$ cat config.mk
export PLATFORM = sky130hd
export DESIGN_NAME = lsu_ctrl
export DESIGN_NICKNAME = d
export VERILOG_FILES = /design/src/rtl/lsu_ctrl.sv
export SDC_FILE = /design/constraint.sdc
export NUM_CORES = 1
export LEC_CHECK = 0
export CORE_MARGIN = 2
export CORE_UTILIZATION = 25
export CTS_BUF_LIST = sky130_fd_sc_hd__clkbuf_4
export DETAILED_ROUTE_END_ITERATION = 12
export SYNTH_ARGS = -nofsm -noshare
export SYNTH_HDL_FRONTEND = slang
export SYNTH_SLANG_ARGS = --single-unit
$ cat constraint.sdc
create_clock -name clk -period 2.13 [get_ports clk]
set_input_delay 0.3195 -clock clk [delete_from_list [all_inputs] [get_ports clk]]
set_output_delay 0.3195 -clock clk [all_outputs]
set_load 0.01 [all_outputs]
$ cat src/rtl/lsu_ctrl.sv
// Load/store controller toward a word-addressed memory without byte enables.
// Sub-word stores are done as read-modify-write; each request gets one response pulse.
module lsu_ctrl #(
  parameter int ADDR_W = 10
) (
  input  logic        clk,
  input  logic        rst,
  input  logic        req_valid,
  output logic        req_ready,
  input  logic        req_we,
  input  logic [2:0]  req_funct3,
  input  logic [31:0] req_addr,
  input  logic [31:0] req_wdata,
  output logic        rsp_valid,
  output logic [31:0] rsp_rdata,
  output logic        rsp_err,
  output logic [31:0] mem_a,
  output logic [31:0] mem_wd,
  output logic        mem_we,
  input  logic [31:0] mem_rd
);

  typedef enum logic [1:0] {IDLE, READ, WRITE, RESP} state_e;

  state_e      state_q, state_d;
  logic        we_q, we_d;
  logic [2:0]  f3_q, f3_d;
  logic [1:0]  lane_q, lane_d;
  logic [15:0] wdata_q, wdata_d;
  logic [31:0] mem_a_q, mem_a_d;
  logic [31:0] mem_wd_q, mem_wd_d;
  logic        mem_we_q, mem_we_d;
  logic        rsp_valid_q, rsp_valid_d;
  logic        rsp_err_q, rsp_err_d;
  logic [31:0] rsp_rdata_q, rsp_rdata_d;

  logic        illegal_f3, misaligned, out_of_range, req_err;
  logic [31:0] req_word_addr;
  logic [4:0]  byte_shift, half_shift;
  logic [7:0]  byte_v;
  logic [15:0] half_v;
  logic [31:0] load_v, merged_v;

  // Handshake: a request transfers on a rising edge where req_valid && req_ready;
  // req_ready is high only when idle and out of reset, and there is no response backpressure.
  assign req_ready = (state_q == IDLE) && rst;

  assign rsp_valid = rsp_valid_q;
  assign rsp_err   = rsp_err_q;
  assign rsp_rdata = rsp_rdata_q;
  assign mem_a     = mem_a_q;
  assign mem_wd    = mem_wd_q;
  assign mem_we    = mem_we_q;

  always_comb begin
    illegal_f3    = req_we ? (req_funct3 > 3'b010)
                           : ((req_funct3 == 3'b011) || (req_funct3[2:1] == 2'b11));
    misaligned    = ((req_funct3[1:0] == 2'b01) && req_addr[0]) ||
                    ((req_funct3[1:0] == 2'b10) && (req_addr[1:0] != 2'b00));
    out_of_range  = |req_addr[31:ADDR_W+2];
    req_err       = illegal_f3 || misaligned || out_of_range;
    req_word_addr = {{(32-ADDR_W){1'b0}}, req_addr[ADDR_W+1:2]};
  end

  // Lane extraction for loads and lane merge for sub-word stores, both from the captured word.
  always_comb begin
    byte_shift = {lane_q, 3'b000};
    half_shift = {lane_q[1], 4'b0000};
    byte_v     = 8'(mem_rd >> byte_shift);
    half_v     = lane_q[1] ? mem_rd[31:16] : mem_rd[15:0];
    case (f3_q)
      3'b000:  load_v = {{24{byte_v[7]}}, byte_v};
      3'b001:  load_v = {{16{half_v[15]}}, half_v};
      3'b100:  load_v = {24'h0, byte_v};
      3'b101:  load_v = {16'h0, half_v};
      default: load_v = mem_rd;
    endcase
    if (f3_q[0]) begin
      merged_v = (mem_rd & ~(32'h0000_FFFF << half_shift)) |
                 ({16'h0, wdata_q} << half_shift);
    end else begin
      merged_v = (mem_rd & ~(32'h0000_00FF << byte_shift)) |
                 ({24'h0, wdata_q[7:0]} << byte_shift);
    end
  end

  always_comb begin
    state_d     = state_q;
    we_d        = we_q;
    f3_d        = f3_q;
    lane_d      = lane_q;
    wdata_d     = wdata_q;
    mem_a_d     = '0;
    mem_wd_d    = '0;
    mem_we_d    = 1'b0;
    rsp_valid_d = 1'b0;
    rsp_err_d   = 1'b0;
    rsp_rdata_d = '0;
    case (state_q)
      IDLE: begin
        if (req_valid && req_ready) begin
          we_d    = req_we;
          f3_d    = req_funct3;
          lane_d  = req_addr[1:0];
          wdata_d = req_wdata[15:0];
          if (req_err) begin
            state_d     = RESP;
            rsp_valid_d = 1'b1;
            rsp_err_d   = 1'b1;
          end else if (req_we && (req_funct3 == 3'b010)) begin
            state_d  = WRITE;
            mem_a_d  = req_word_addr;
            mem_wd_d = req_wdata;
            mem_we_d = 1'b1;
          end else begin
            state_d = READ;
            mem_a_d = req_word_addr;
          end
        end
      end
      READ: begin
        if (we_q) begin
          state_d  = WRITE;
          mem_a_d  = mem_a_q;
          mem_wd_d = merged_v;
          mem_we_d = 1'b1;
        end else begin
          state_d     = RESP;
          rsp_valid_d = 1'b1;
          rsp_rdata_d = load_v;
        end
      end
      WRITE: begin
        state_d     = RESP;
        rsp_valid_d = 1'b1;
      end
      default: state_d = IDLE;
    endcase
  end

  always_ff @(posedge clk or negedge rst) begin
    if (!rst) begin
      state_q     <= IDLE;
      we_q        <= 1'b0;
      f3_q        <= '0;
      lane_q      <= '0;
      wdata_q     <= '0;
      mem_a_q     <= '0;
      mem_wd_q    <= '0;
      mem_we_q    <= 1'b0;
      rsp_valid_q <= 1'b0;
      rsp_err_q   <= 1'b0;
      rsp_rdata_q <= '0;
    end else begin
      state_q     <= state_d;
      we_q        <= we_d;
      f3_q        <= f3_d;
      lane_q      <= lane_d;
      wdata_q     <= wdata_d;
      mem_a_q     <= mem_a_d;
      mem_wd_q    <= mem_wd_d;
      mem_we_q    <= mem_we_d;
      rsp_valid_q <= rsp_valid_d;
      rsp_err_q   <= rsp_err_d;
      rsp_rdata_q <= rsp_rdata_d;
    end
  end

endmodule

==> results of run 1 <==
## worst max path at each step
stage / from / to / slack, ns
floorplan: state_q[1]$_DFFE_PN0P_ / mem_wd[16]$_DFF_PN0_ / 0.25
global placement: req_addr[25] / state_q[0]$_DFFE_PN0P_ / -0.11
detailed placement: req_addr[14] / mem_wd[10]$_DFF_PN0_ / -0.14
CTS: state_q[0]$_DFFE_PN0P_ / req_ready / 0.14
global route: state_q[1]$_DFFE_PN0P_ / req_ready / 0.02
finish: state_q[1]$_DFFE_PN0P_ / req_ready / 0.16
## metrics by stage
| stage | std cells | hold slack, ns | cell area (um2) | util |
|---|---|---|---|---|
| 4_1_cts | 956 | 0.139 | 7270 | 0.375 |
| 5_1_grt | 957 | 0.148 | 7270 | 0.375 |
| 3_5_place_dp | 937 | 0.161 | 7090 | 0.366 |
| 6_report | 957 | 0.172 | 7270 | 0.375 |
| 2_1_floorplan | 517 | 0.0239 | 4990 | - |
| 3_3_place_gp | 937 | 0.161 | 7090 | 0.366 |
## logic make-up (layout without fill, tap and decap cells)
group,Yosys count,after routing,share of synthesized area
flip-flops,101,101,0.515
AND/OR/NAND/NOR,169,169,0.163
buffers and inverters,79,253,0.0833
multiplexers,19,19,0.0397
AO/OA/AOI/OAI,123,123,0.189
other,1,23,0.000763
adder cells (fa/ha/maj),4,4,0.0102
## metal layers
| layer | wire length (um) | track usage |
|---|---|---|
| met2 | 8230 | 0.273 |
| met5 | 0 | 0 |
| met4 | 615 | 0.0807 |
| met3 | 1470 | 0.0497 |
| met1 | 6850 | 0.205 |
## cell usage after synthesis (2+ instances only)
master,count
buf_4,23
a221oi_1,11
and2_1,2
buf_6,3
a21oi_1,6
clkbuf_1,28
inv_1,20
nor2b_1,18
a21o_1,4
o21ai_0,30
a32oi_1,8
nand2b_1,3
nor4_1,5
mux2_2,4
o2bb2ai_1,12
nor2_1,19
ha_1,4
a22o_1,10
nand2_1,83
nor3_1,16
o221a_2,8
mux2i_1,15
dfrtp_1,101
o22ai_1,11
o21bai_1,3
buf_1,2
nand3_1,4
and3_1,12
buf_2,3
o221ai_1,5
a2bb2oi_1,5
## timing repair
item | CTS | global route
hold endpoints to repair | 2 | 0
gates resized for setup | 3 | 0
hold buffers | 1 | 0
setup endpoints to repair | 1 | 0
buffers inserted | 2 | 0
## final cells by class
class	count	area, um2
Antenna cell	1	2.50
Timing Repair Buffer	217	2130
Fill cell	2034	12100
Sequential cell	101	2530
Multi-Input combinational cell	337	2070
Clock buffer	9	67.6
Inverter	20	75.1
Tap cell	265	332
Clock inverter	7	75.1
## power groups by stage
| stage | clock network (mW) | registers (mW) | logic [mW] |
|---|---|---|---|
| 2_1_floorplan | 0 | 2.83 | 1.95 |
| 3_3_place_gp | 0 | 2.80 | 3.60 |
| 3_5_place_dp | 0 | 2.81 | 3.63 |
| 4_1_cts | 1.09 | 2.75 | 3.71 |
| 5_1_grt | 1.16 | 2.80 | 4.08 |
| 6_report | 1.05 | 2.75 | 3.70 |
## sequential cells by signal (all words and copies together), names as in the netlist, 2 cells and up
register / flops
f3_q: 3
lane_q: 2
mem_a: 10
mem_wd: 32
rsp_rdata: 32
state_q: 2
wdata_q: 16
==> out/metrics.cfg, run 1 <==
[sta]
fin_skew_ns=0.0178
worst_slack_ns=0.162
finalCritPeriodShare=0.924
finalCriticalPeriod_ns=1.97
rsz0062_at_grt=false
drv_slew=0
tns_ns=0
fmax_mhz=508
finalHoldViolCount=0
worstMarginPinSlew_ns=0.703
max_slew_margin=0.531
setup_viol=0

[die]
ios=203
num_rows=51
die_h_um=144
die_area_um2=20800
die_w_um=144
start_util=0.253
core-area_um2=19400

[global_route]
grt_overflow=0
track_usage=0.168
grt_pass1_wl_mm=25.7
grt_max_degree=56
grt_antenna_before_repair=1
grt_pass1_vias=4428

[setup_path]
cp_slowest_cell=dfrtp_1
slowest_delay_ns=0.41
reg2reg_depth=4
cp.buffers_inverters=2
worstPathMaxFanout=8
worstReg2RegStart=lane_q[1]$_DFFE_PN0P_
crit_chain=inv_1, ha_4, and2_1, dlygate4sd2_1
critPathTopFamily=buffers and inverters
r2r_slack_ns=0.28
cp-end-kind=output port
cp.arrival_ns=1.65
crit_required_ns=1.81
path_depth=4
r2r-end=mem_wd[22]$_DFF_PN0_
crit_path_start_kind=flop
worstSetupPathType=flop to output port

[layout]
final_common_cell=clkdlybuf4s50_1
synthToLayoutAreaGrowth_pct=48.1
mostFrequentLayoutCells=clkdlybuf4s50_1 (178), dfrtp_1 (101), nand2_1 (83)
nets=793
final_layout_size_suffix_gt1_frac=0.104

[placement]
place_congestion=0.859
portBuffers=180
place_hpwl_mm=13.3
dp_slack_ns=-0.137

[clocking]
cts_root_buf=clkbuf_4
htree_levels=3
cts_sinks=101
cts_buffers=9
clk_pin_slew_ns=0.16
cts_tree=done
clock_path_buffers=2
insertion_delay_ns=0.49

[route]
drt-pass1-iter-count=4
vias=4452
drtIter0Drc=279
detail_route.wirelength_mm=17.2
viasPerCell=4.65
drc=0
postRouteAntennaNets=0
routedWlPerCell_um=17.9

[synth]
syn_area_per_cell_um2=9.90
netlist_area_um2=4910
ys_warn_count=0
synth_top_area_frac=0.515
yosysSeqAreaShare=0.515
synth_edf_count=0
yosysTopAreaCell=dfrtp_1
synthArstFlopShare=1.00
ys_types=49
synth_cells=496
synth_seq_cells=101
ys_top_cells_by_area=dfrtp_1 (51%), nand2_1 (6.3%), buf_4 (3.5%)
synth_ff_type=dfrtp_1

[pwr]
internal-power_mw=4.52
powerDensity_nw_per_um2=1030
pwr-share-clk=0.140
power_switching_mw=2.98
combinationalPowerShare=0.493
p_sw_frac=0.397
seq_power_share=0.367
p_total_mw=7.50
p_leak_nw=3.27
peakVddDrop_mv=0.361

[worst_hold_path]
hp-class=input pin to asynchronous set/reset pin

[flow_run]
cap_viol_max_count=0

[status]
outcome=complete, no violations

No activity file was read; power rests on OpenSTA's default activity.
==> run 2: changes to the inputs <==
Settings changed: REMOVE_ABC_BUFFERS from default to 1.
==> out/metrics.cfg, run 2 (synthesis results as in run 1) <==
[clocking]
clk_pin_slew_ns=0.16  ; about the same
cts_sinks=101  ; unchanged
cts_tree=done
htree_levels=3  ; unchanged
cts_root_buf=clkbuf_4
clock_path_buffers=2  ; unchanged
cts_buffers=9  ; unchanged
insertion_delay_ns=0.50  ; about the same

[layout]
nets=791  ; -0.25%
finish.utilization=0.374  ; -0.000903
final_layout_size_suffix_gt1_frac=0.100  ; -0.00405
final_common_cell=clkdlybuf4s50_1
final_area_um2=7260  ; -0.24%
mostFrequentLayoutCells=clkdlybuf4s50_1 (178), dfrtp_1 (101), nand2_1 (83)
synthToLayoutAreaGrowth_pct=47.7

[sta]
worst_slack_ns=0.116  ; -0.0462 ns
drv_slew=0  ; unchanged
setup_viol=0  ; unchanged
finalCriticalPeriod_ns=2.01  ; +0.0462 ns
worstMarginPinSlew_ns=0.695  ; -0.00796 ns
finalHoldViolCount=0  ; unchanged
fin_skew_ns=0.0167  ; -0.00108 ns
fmax_mhz=497  ; -2.3%
rsz0062_at_grt=false
finalCritPeriodShare=0.946  ; +0.0217
max_slew_margin=0.535  ; +0.00359
whs_ns=0.154  ; -0.0176 ns

[global_route]
grt_overflow=0  ; unchanged
met3_usage=0.0354  ; -0.0142
grt_pass1_vias=4374  ; -1.2%
grt_max_degree=101  ; +80%
grtUsageMet1=0.211  ; +0.00547
grtUsageMet2=0.280  ; +0.00702
grt_antenna_before_repair=1  ; unchanged
grt_pass1_wl_mm=25.4  ; -1.2%
track_usage=0.165  ; -0.00356
grt_busiest_layer=met2

[worst_hold_path]
hp-class=input pin to asynchronous set/reset pin

[pwr]
p_leak_nw=3.26  ; -0.29%
powerDensity_nw_per_um2=1060  ; +2.7%
peakVddDrop_mv=0.397  ; +9.7%

[setup_path]
worstPathMaxFanout=9  ; +1
crit_path_start_kind=flop
worstSetupPathType=flop to flop
cp-end-kind=flop
cp.arrival_ns=2.39  ; +0.74 ns
crit_required_ns=2.51  ; +0.70 ns

[flow_run]
cap_viol_max_count=0  ; unchanged

[route]
drtIter0Drc=283  ; +1.4%
vias=4425  ; -0.61%
detail_route.wirelength_mm=17.2  ; +0.48%
viasPerCell=4.63  ; -0.40%
drt-pass1-iter-count=4  ; unchanged
postRouteAntennaNets=0  ; unchanged
routedWlPerCell_um=18.1  ; +0.69%
drc=0  ; unchanged

[die]
ios=203  ; unchanged
die_area_um2=20800  ; unchanged
die_h_um=144  ; unchanged
start_util=0.253  ; unchanged
die_w_um=144  ; unchanged
core-area_um2=19400  ; unchanged
num_rows=51  ; unchanged

[placement]
place_congestion=0.821  ; -4.4%
post_dp_cell_area_um2=7070  ; -0.39%
dp_slack_ns=-0.0584  ; +0.0791 ns
place_hpwl_mm=12.5  ; -6.2%
portBuffers=180  ; unchanged

[status]
outcome=complete, no violations

[run 2: power by group]
group | internal, mW | switching, mW
clock network | 0.479 | 0.689
registers | 2.42 | 0.311
logic | 1.74 | 2.04
[run 2: final timing paths]
kind                                          from                       to  slack, ns  cells past startpoint
setup reg to reg             lane_q[1]$_DFFE_PN0P_   rsp_rdata[9]$_DFF_PN0_       0.12                      5
min in group clk                     req_wdata[19]     mem_wd[19]$_DFF_PN0_       0.35                      2
hold / removal                                 rst   state_q[1]$_DFFE_PN0P_       0.15                      2
hold reg to reg            wdata_q[13]$_DFFE_PN0P_  wdata_q[13]$_DFFE_PN0P_       0.50                      2
max in group asynchronous                      rst     mem_wd[15]$_DFF_PN0_       1.19                      3
setup / recovery             lane_q[1]$_DFFE_PN0P_   rsp_rdata[9]$_DFF_PN0_       0.12                      5
[run 2: area by class of cell]
cell class | instances | area (um2)
diodes | 1 | 2.50
clock buffers | 10 | 75.1
clock inverters | 6 | 77.6
fillers | 1970 | 12100
inverters | 20 | 75.1
multi-input cells | 337 | 2070
flip-flops and latches | 101 | 2530
well taps | 265 | 332
repair buffers | 215 | 2100
[run 2: timing repair]
item	4_1_cts	5_1_grt
setup endpoints to repair	1	0
gates resized for setup	3	0
hold buffers	1	0
setup buffers	2	0
hold endpoints to repair	101	0
[run 2: worst max-delay path, cell delays in order (launching register included)]
cell      delay (ns)
dfrtp_1         0.56
mux2_2          0.42
mux2_2          0.30
a31oi_1         0.32
buf_4           0.22
a221oi_1        0.08
[run 2: routing by layer]
layer,part of all wire,wire length [um]
met1,0.43,7470
met2,0.48,8330
met3,0.068,1170
met4,0.016,280
met5,0,0
[run 2: through the flow]
step                      cells  setup TNS, ns  power (mW)
after floorplan             458          -4.28        4.61
after global placement      935        -0.0629        6.46
after detailed placement    935          -1.31        6.50
after CTS                   954              0        7.71
after global routing        955              0        8.17
final                       955              0        7.69
